### src/rtl/ahb_master.sv
// ahb_master
// ----------
// AHB-Lite initiator. Converts a command stream (address, burst type, size,
// length, direction) plus a write-data stream into pipelined AHB-Lite
// transfers, and returns read data as one-cycle pulses.
//
// Ports
//   HCLK, HRESET               bus clock, asynchronous active-high reset
//   cmd_valid/cmd_ready        command handshake (write, addr, burst, size, len)
//   wdata_valid/wdata_ready    write beat handshake, wdata
//   rdata_valid, rdata         registered read beat
//   done, done_err             end-of-command pulse and its error qualifier
//   HADDR..HWDATA              AHB-Lite address/control/write-data outputs
//   HRDATA, HREADY, HRESP      AHB-Lite slave response inputs
module ahb_master #(
    parameter int ADDR_WIDTH = 32,
    parameter int DATA_WIDTH = 32
) (
    input  logic                  HCLK,
    input  logic                  HRESET,
    input  logic                  cmd_valid,
    output logic                  cmd_ready,
    input  logic                  cmd_write,
    input  logic [ADDR_WIDTH-1:0] cmd_addr,
    input  logic [2:0]            cmd_burst,
    input  logic [2:0]            cmd_size,
    input  logic [4:0]            cmd_len,
    input  logic                  wdata_valid,
    output logic                  wdata_ready,
    input  logic [DATA_WIDTH-1:0] wdata,
    output logic                  rdata_valid,
    output logic [DATA_WIDTH-1:0] rdata,
    output logic                  done,
    output logic                  done_err,
    output logic [ADDR_WIDTH-1:0] HADDR,
    output logic [1:0]            HTRANS,
    output logic                  HWRITE,
    output logic [2:0]            HSIZE,
    output logic [2:0]            HBURST,
    output logic [3:0]            HPROT,
    output logic [DATA_WIDTH-1:0] HWDATA,
    input  logic [DATA_WIDTH-1:0] HRDATA,
    input  logic                  HREADY,
    input  logic                  HRESP
);

    localparam logic [2:0] MAX_SIZE = (DATA_WIDTH == 64) ? 3'd3 : 3'd2;

    localparam logic [1:0] TR_IDLE   = 2'b00;
    localparam logic [1:0] TR_BUSY   = 2'b01;
    localparam logic [1:0] TR_NONSEQ = 2'b10;
    localparam logic [1:0] TR_SEQ    = 2'b11;

    typedef enum logic [2:0] {
        S_IDLE,
        S_ADDR,
        S_STALL,
        S_LAST,
        S_ERR1,
        S_ERR2
    } state_t;

    state_t state, next_state;

    logic [4:0]            beats_left;
    logic [4:0]            burst_beats;
    logic                  first_beat;
    logic                  dp_valid;
    logic                  dp_write;
    logic [DATA_WIDTH-1:0] wbuf;
    logic                  wbuf_full;

    logic                  accept;
    logic                  issue;
    logic                  advance;
    logic                  last_beat;
    logic                  dp_ok;
    logic                  err_wait;
    logic                  err_done;
    logic [2:0]            size_clamped;
    logic [4:0]            cmd_beats;
    logic [ADDR_WIDTH-1:0] align_mask;
    logic [ADDR_WIDTH-1:0] step;
    logic [ADDR_WIDTH-1:0] incr_addr;
    logic [ADDR_WIDTH-1:0] wrap_mask;
    logic [ADDR_WIDTH-1:0] next_addr;
    logic                  is_wrap;

    assign HPROT = 4'b0011;

    // Command decode: clamp the size to the bus width, align the start
    // address to it, and turn the burst code into a beat count.
    always_comb begin
        size_clamped = (cmd_size > MAX_SIZE) ? MAX_SIZE : cmd_size;
        align_mask   = (ADDR_WIDTH'(1) << size_clamped) - ADDR_WIDTH'(1);
        case (cmd_burst)
            3'd0:       cmd_beats = 5'd1;
            3'd1:       cmd_beats = (cmd_len == 5'd0) ? 5'd1 :
                                    (cmd_len > 5'd16) ? 5'd16 : cmd_len;
            3'd2, 3'd3: cmd_beats = 5'd4;
            3'd4, 3'd5: cmd_beats = 5'd8;
            default:    cmd_beats = 5'd16;
        endcase
    end

    // Next beat address. Wrapping bursts keep the upper bits fixed and let
    // only the bits inside the burst-sized window roll over.
    always_comb begin
        is_wrap   = (HBURST == 3'd2) || (HBURST == 3'd4) || (HBURST == 3'd6);
        step      = ADDR_WIDTH'(1) << HSIZE;
        incr_addr = HADDR + step;
        wrap_mask = (ADDR_WIDTH'(burst_beats) << HSIZE) - ADDR_WIDTH'(1);
        next_addr = is_wrap ? ((HADDR & ~wrap_mask) | (incr_addr & wrap_mask))
                            : incr_addr;
    end

    // A transfer can be put on the bus only once its write beat is in hand,
    // either buffered from an earlier handshake or arriving this cycle.
    assign accept    = cmd_valid && cmd_ready;
    assign issue     = ((state == S_ADDR) || (state == S_STALL)) &&
                       (!HWRITE || wbuf_full || wdata_valid);
    assign advance   = issue && HREADY;
    assign last_beat = (beats_left == 5'd1);
    assign dp_ok     = dp_valid && HREADY && !HRESP;
    assign err_wait  = dp_valid && HRESP && !HREADY;
    assign err_done  = dp_valid && HRESP && HREADY;

    // State register.
    always_ff @(posedge HCLK or posedge HRESET) begin
        if (HRESET) begin
            state <= S_IDLE;
        end else begin
            state <= next_state;
        end
    end

    // Next-state and handshake/transfer-type decode. cmd_ready stays low
    // during the done cycle so a new command starts one cycle later.
    always_comb begin
        next_state  = state;
        HTRANS      = TR_IDLE;
        cmd_ready   = 1'b0;
        wdata_ready = 1'b0;
        case (state)
            S_IDLE: begin
                cmd_ready = !done;
                if (accept) next_state = S_ADDR;
            end
            S_ADDR, S_STALL: begin
                wdata_ready = HWRITE && !wbuf_full;
                if (issue)            HTRANS = first_beat ? TR_NONSEQ : TR_SEQ;
                else if (!first_beat) HTRANS = TR_BUSY;
                if (err_wait)         next_state = S_ERR1;
                else if (err_done)    next_state = S_ERR2;
                else if (advance)     next_state = last_beat ? S_LAST : S_ADDR;
                else if (!issue && !first_beat) next_state = S_STALL;
            end
            S_LAST: begin
                if (err_wait)      next_state = S_ERR1;
                else if (err_done) next_state = S_ERR2;
                else if (dp_ok)    next_state = S_IDLE;
            end
            S_ERR1: begin
                if (HREADY) next_state = S_ERR2;
            end
            S_ERR2: begin
                next_state = S_IDLE;
            end
            default: next_state = S_IDLE;
        endcase
    end

    // Datapath: command latch, beat sequencing, write-data staging, data
    // phase tracking, read capture and completion pulses.
    always_ff @(posedge HCLK or posedge HRESET) begin
        if (HRESET) begin
            HADDR       <= '0;
            HWRITE      <= 1'b0;
            HSIZE       <= 3'd0;
            HBURST      <= 3'd0;
            HWDATA      <= '0;
            beats_left  <= 5'd0;
            burst_beats <= 5'd0;
            first_beat  <= 1'b0;
            dp_valid    <= 1'b0;
            dp_write    <= 1'b0;
            wbuf        <= '0;
            wbuf_full   <= 1'b0;
            rdata_valid <= 1'b0;
            rdata       <= '0;
            done        <= 1'b0;
            done_err    <= 1'b0;
        end else begin
            done        <= 1'b0;
            rdata_valid <= 1'b0;
            if (accept) begin
                HADDR       <= cmd_addr & ~align_mask;
                HWRITE      <= cmd_write;
                HSIZE       <= size_clamped;
                HBURST      <= cmd_burst;
                beats_left  <= cmd_beats;
                burst_beats <= cmd_beats;
                first_beat  <= 1'b1;
            end
            if (advance) begin
                first_beat <= 1'b0;
                beats_left <= beats_left - 5'd1;
                if (!last_beat) HADDR <= next_addr;
                if (HWRITE) HWDATA <= wbuf_full ? wbuf : wdata;
                wbuf_full <= 1'b0;
            end else if (wdata_valid && wdata_ready) begin
                wbuf      <= wdata;
                wbuf_full <= 1'b1;
            end
            if (state == S_ERR1 || state == S_ERR2) wbuf_full <= 1'b0;
            if (HREADY) begin
                dp_valid <= advance;
                dp_write <= HWRITE;
            end
            if (dp_ok && !dp_write && state != S_ERR1) begin
                rdata_valid <= 1'b1;
                rdata       <= HRDATA;
            end
            if (state == S_LAST && dp_ok) begin
                done     <= 1'b1;
                done_err <= 1'b0;
            end
            if (next_state == S_ERR2 && state != S_ERR2) begin
                dp_valid  <= 1'b0;
                wbuf_full <= 1'b0;
                done      <= 1'b1;
                done_err  <= 1'b1;
            end
        end
    end

endmodule

### config.mk
export PLATFORM = sky130hd
export DESIGN_NAME = ahb_master
export DESIGN_NICKNAME = d
export VERILOG_FILES = /design/src/rtl/ahb_master.sv
export SDC_FILE = /design/constraint.sdc
export NUM_CORES = 1
export LEC_CHECK = 0
export CELL_PAD_IN_SITES_DETAIL_PLACEMENT = 0
export CELL_PAD_IN_SITES_GLOBAL_PLACEMENT = 1
export CORE_MARGIN = 3
export CORE_UTILIZATION = 33
export DETAILED_ROUTE_END_ITERATION = 10
export PLACE_DENSITY_LB_ADDON = 0.1
export SLEW_MARGIN = 20
export SYNTH_ARGS = -nofsm -noshare
export SYNTH_HDL_FRONTEND = slang
export SYNTH_SLANG_ARGS = --single-unit
export TNS_END_PERCENT = 20
### constraint.sdc
create_clock -name HCLK -period 5 [get_ports HCLK]
set_clock_uncertainty 0.2 [all_clocks]
set_input_delay 0.5 -clock HCLK [delete_from_list [all_inputs] [get_ports HCLK]]
set_output_delay 0.5 -clock HCLK [all_outputs]
set_load 0.005 [all_outputs]
==> metrics.cfg, run 1 <==
[outcome]
status=completed

[global_route]
track_usage=0.189
grt_max_degree=96
grt_pass1_vias=7264
grt_pass1_wl_um=40600
overflow=0
busiest_layer=met2
gr-usage-met1=0.256
use_met3=0.0584
grtUsageMet2=0.296
antenna_found_initial=0

[floorplanning]
die-area_um2=27100
rows=57
initial_core_util=0.338
die-height_um=165
core_area_um2=24500
chipWidth_um=165
io-pin-count=228

[drt]
num_vias=7186
drc_errors=0
via_per_inst=5.07
drt_pre_antenna_iters=4
post_drt_wl_per_cell_um=17.8
detail-route-antenna-nets=0
drt-total-wl_um=25200
initialDrtViolationCount=356

[yosys]
netlist_instances=880
synth_edf_count=0
yosys_warnings=0
synthArstFlopShare=1.00
synth_flop_cell=dfrtp_1
ys_seq_elements=155
syn_area_um2=8300
ys_types=83
syn_avg_cell_area_um2=9.44
yosysSeqAreaShare=0.467

[timing]
finalCritPeriodShare=0.791
worst_slack_ns=1.04
slew_headroom=0.313
slew_viol_final=0
fin_crit_ns=3.96
setup_viol=0
rsz0062_at_grt=no
tightest_slew_ns=1.03
setup-tns-final_ns=0
hold_viol=0
max_freq_ghz=0.253

[power_and_ir_drop]
p_sw_mw=2.72
combPwrFrac=0.468
internal_power_mw=4.30
p_clk_frac=0.193
ir_worst_vdd_v=0.000229
seqPwrFrac=0.340
leakagePower_nw=4.74
power_density_nw_per_um2=618
p_sw_frac=0.387

[place]
place.gp.congestion=0.810
io_buffer_count=223
place_worst_setup_slack_ns=1.06
place_area_um2=10800
dpl.hpwl_um=18000

[worst_setup_path]
rrSetupSlack_ns=1.04
crit_arrival_ns=4.07
end_kind=flop
reg2reg_from=HSIZE[1]
cp_num_cells=10
critPathTopFamily=compound AO/OA/AOI/OAI gates
slowest_stage=o41ai_2
worst-r2r-cell-count=10
max_stage_delay_ns=0.85
startpoint=HSIZE[1]
path_cells=inv_1, nor3_1, ha_1, nor2b_1, o21ai_1, a21boi_0, o41ai_2, nor2_1, a311o_1, and3_1
crit_required_ns=5.11
path_buf_inv=1
worst_setup_path_start_kind=flop
path_class=flop to flop
critical_path.max_fanout=22

[clocking]
clk_pin_slew_ns=0.07
cts_buffer_depth=2
htreeDepth=4
clk_latency_ns=0.42
cts-buffers-inserted=17
root_buffer=clkbuf_16
post_cts_resized=0
postCtsSetupBuffers=0
hold_buffers=0
numClockSinks=155
cts_tree=built

[worst_hold_path]
min-delay-start=rdata[27]
hp-class=flop to flop

[layout]
drive_gt1_frac=0.0952
nNetsFinal=1206
areaGrowthSynthToFinish_pct=37.0
final_common_cell=clkdlybuf4s50_1
diodes=0
final_cell_mix=223 x clkdlybuf4s50_1, 185 x nand2_1, 154 x dfrtp_1
final_util=0.464
final_area_um2=11400

[flow_run]
drv_cap=0

## cell usage after synthesis (all sizes together) (3+ instances only)
library cell    n  area [um2]
nor3           18        95.1
nand2b          6        37.5
o311ai          3        26.3
o211ai         11        87.6
inv            21        78.8
or4             3        26.3
a22oi           3        22.5
nor3b           3        22.5
a311oi          5        43.8
a21o            7        52.6
a211oi         15         123
a21oi          47         246
and3            6        37.5
dfrtp         155        3880
and2           12        75.1
ha             12         150
a31oi          11        83.8
nor4            3        25.0
nor2           42         168
clkbuf         33         124
or2             3        18.8
and4            5        43.8
a221o           3        30.0
mux2           38         428
nand2         186         701
xnor2          10        87.6
mux2i          35         350
nand3          21         105
o22ai          10        62.6
buf            24         174
o21ai          69         345
a221oi          4        41.3
o21a            8        60.1
nor2b           6        37.5
nand4           6        50.0
## power groups by stage
stage	sequential [mW]	combinational (mW)	clock (mW)
2_1_floorplan	2.25	1.96	0
3_3_place_gp	2.40	3.32	0
3_5_place_dp	2.40	3.31	0
4_1_cts	2.39	3.33	1.39
5_1_grt	2.48	3.68	1.44
6_report	2.39	3.29	1.35
## per-layer routing
| metal | up-vias | part of all wire |
|---|---|---|
| met1 | 3457 | 0.45 |
| met5 | - | 0 |
| met2 | 175 | 0.47 |
| met3 | 20 | 0.069 |
| met4 | 0 | 0.012 |
| li1 | 3534 | - |
## cell families after synthesis
family | count (synthesis) | share of synthesized area
AND/OR/NAND/NOR | 326 | 0.181
AO/OA/AOI/OAI | 220 | 0.177
flip-flops | 155 | 0.467
buffers and inverters | 78 | 0.0454
multiplexers | 74 | 0.0964
adder cells (fa/ha/maj) | 13 | 0.0205
XOR/XNOR | 12 | 0.0127
other | 2 | 0.000904
## metrics by stage
stage | cells | hold slack (ns) | power [mW]
floorplan | 882 | 0.258 | 4.20
global placement | 1384 | 0.257 | 5.72
detailed placement | 1384 | 0.262 | 5.72
CTS | 1416 | 0.278 | 7.11
global route | 1416 | 0.297 | 7.60
finish | 1416 | 0.275 | 7.02
## tightest hold or removal path, stage by stage (launching register included)
cell     delay, ns
dfrtp_1       0.34
nand2_1       0.05
nand2_1       0.06
## final cells by class
class | count | area (um2)
fill | 2434 | 13200
clock inverter | 14 | 183
clock buffer | 18 | 429
inverter | 21 | 83.8
tap | 324 | 405
multi-input combinational | 649 | 4070
timing repair buffer | 235 | 2320
sequential | 155 | 3880
## worst min path at each step
stage                     cells past startpoint        end
after floorplan                               1   wbuf[24]
after global placement                        2  rdata[13]
after detailed placement                      2  rdata[31]
after CTS                                     2  rdata[27]
after global routing                          2  rdata[13]
final                                         2  rdata[27]
Note: power is estimated with default switching activity, not from simulation.
==> run 2, diff against run 1 <==
clock period = 3.5 ns   (was 5 ns; I/O delays follow)
==> metrics.cfg, run 2 (synthesis results as in run 1) <==
[global_route]
grt_pass1_wl_um=41000
busiest_layer=met2
overflow=0
gr-usage-met1=0.262
grtUsageMet2=0.300
track_usage=0.192
grt_pass1_vias=7288
antenna_found_initial=1
use_met3=0.0584
grt_max_degree=133

[layout]
final_common_cell=clkdlybuf4s50_1
seq_area_um2=3880
drive_gt1_frac=0.113
final_cell_mix=223 x clkdlybuf4s50_1, 185 x nand2_1, 154 x dfrtp_1
nFillCells=2377
multi_input_comb_area_um2=4070
areaGrowthSynthToFinish_pct=38.8
final_util=0.470
diodes=0
fin_cells=1435
nNetsFinal=1225

[timing]
slew_viol_final=0
rsz0062_at_grt=no
finalCritPeriodShare=0.912
max_freq_ghz=0.313
slew_headroom=0.333
setup_viol=0
hold_viol=0
fin_crit_ns=3.19
tightest_slew_ns=0.976

[drt]
post_drt_wl_per_cell_um=17.8
drt-total-wl_um=25500
drt_pre_antenna_iters=5
drc_errors=0
via_per_inst=5.09
detail-route-antenna-nets=0
initialDrtViolationCount=423
num_vias=7308

[place]
place.gp.congestion=0.864
io_buffer_count=223
placed_cells=1403
dpl.hpwl_um=18200

[floorplanning]
die-height_um=165
chipWidth_um=165
io-pin-count=228
initial_core_util=0.338
rows=57
core_area_um2=24500
die-area_um2=27100

[worst_setup_path]
worst_setup_path_start_kind=flop
end_kind=flop
path_cells=buf_4, nor2b_1, and2_1, ha_1, a21oi_1, o211ai_1, a31oi_1, nand2b_1, a21oi_1, a311oi_1, nor3_1
worst-r2r-cell-count=11
path_class=flop to flop
path_common_cell=a21oi_1
rrSetupSlack_ns=0.31
crit_arrival_ns=3.28
max_stage_delay_ns=0.41
critical_path.max_fanout=18
slowest_stage=dfrtp_1
crit_required_ns=3.59
reg2reg_from=HSIZE[1]

[power_and_ir_drop]
power_density_nw_per_um2=878
leakagePower_nw=4.85
ir_worst_vdd_v=0.000351
p_total_mw=10.1

[clocking]
cts_tree=built
clk_pin_slew_ns=0.07
numClockSinks=155
hold_buffers=0
root_buffer=clkbuf_16
cts_buffer_depth=2
clk_latency_ns=0.43
cts-buffers-inserted=17
htreeDepth=4

[worst_hold_path]
hp-class=input port to asynchronous set/reset pin

[outcome]
status=completed

[flow_run]
drv_cap=0

-- run 2: critical path: cells and delay by family, from the launching register on --
| family | cells | cell delay, ns |
|---|---|---|
| adders and majority gates | 1 | 0.30 |
| buffers and inverters | 1 | 0.24 |
| AOI/OAI and AO/OA | 5 | 1.11 |
| and+or+nand+nor | 4 | 0.78 |
| DFF | 1 | 0.41 |
-- run 2: worst max-delay path by stage --
| stage | cells after the start | start | slack, ns | end |
|---|---|---|---|---|
| global route | 11 | HSIZE[1] | 0.08 | flop |
| finish | 11 | HSIZE[1] | 0.31 | flop |
| detailed placement | 12 | HSIZE[1] | 0.13 | flop |
| CTS | 12 | HSIZE[1] | 0.10 | flop |
| floorplan | 14 | HSIZE[2] | -0.01 | flop |
| global placement | 12 | HSIZE[1] | 0.17 | flop |
-- run 2: per-stage QoR --
stage	instance area, um2	TNS, ns	hold slack, ns	setup slack [ns]
6_report	11500	0	0.197	0.307
5_1_grt	11500	0	0.231	0.0812
3_3_place_gp	10900	0	0.256	0.169
2_1_floorplan	8320	-0.0219	0.255	-0.0144
4_1_cts	11500	0	0.195	0.100
3_5_place_dp	10900	0	0.262	0.126
-- run 2: what timing repair did --
action,4_1_cts,5_1_grt
resized for setup,0,2
endpoints found under the setup margin,0,10
setup buffers,0,0
-- run 2: power breakdown --
group	internal, mW	switching [mW]
sequential	2.64	0.687
combinational	2.53	2.38
clock	0.966	0.917
-- run 2: layout make-up --
class / count / area share
Clock buffer: 17 / 0.0369
Clock inverter: 15 / 0.0143
Inverter: 21 / 0.00717
Multi-Input combinational cell: 649 / 0.354
Sequential cell: 155 / 0.337
Tap cell: 324 / 0.0352
Timing Repair Buffer: 254 / 0.216
-- run 2: per-layer routing --
metal / part of all wire / wire, um
met5: 0.00051 / 13
met4: 0.012 / 299
met3: 0.074 / 1880
met2: 0.47 / 11900
met1: 0.45 / 11400
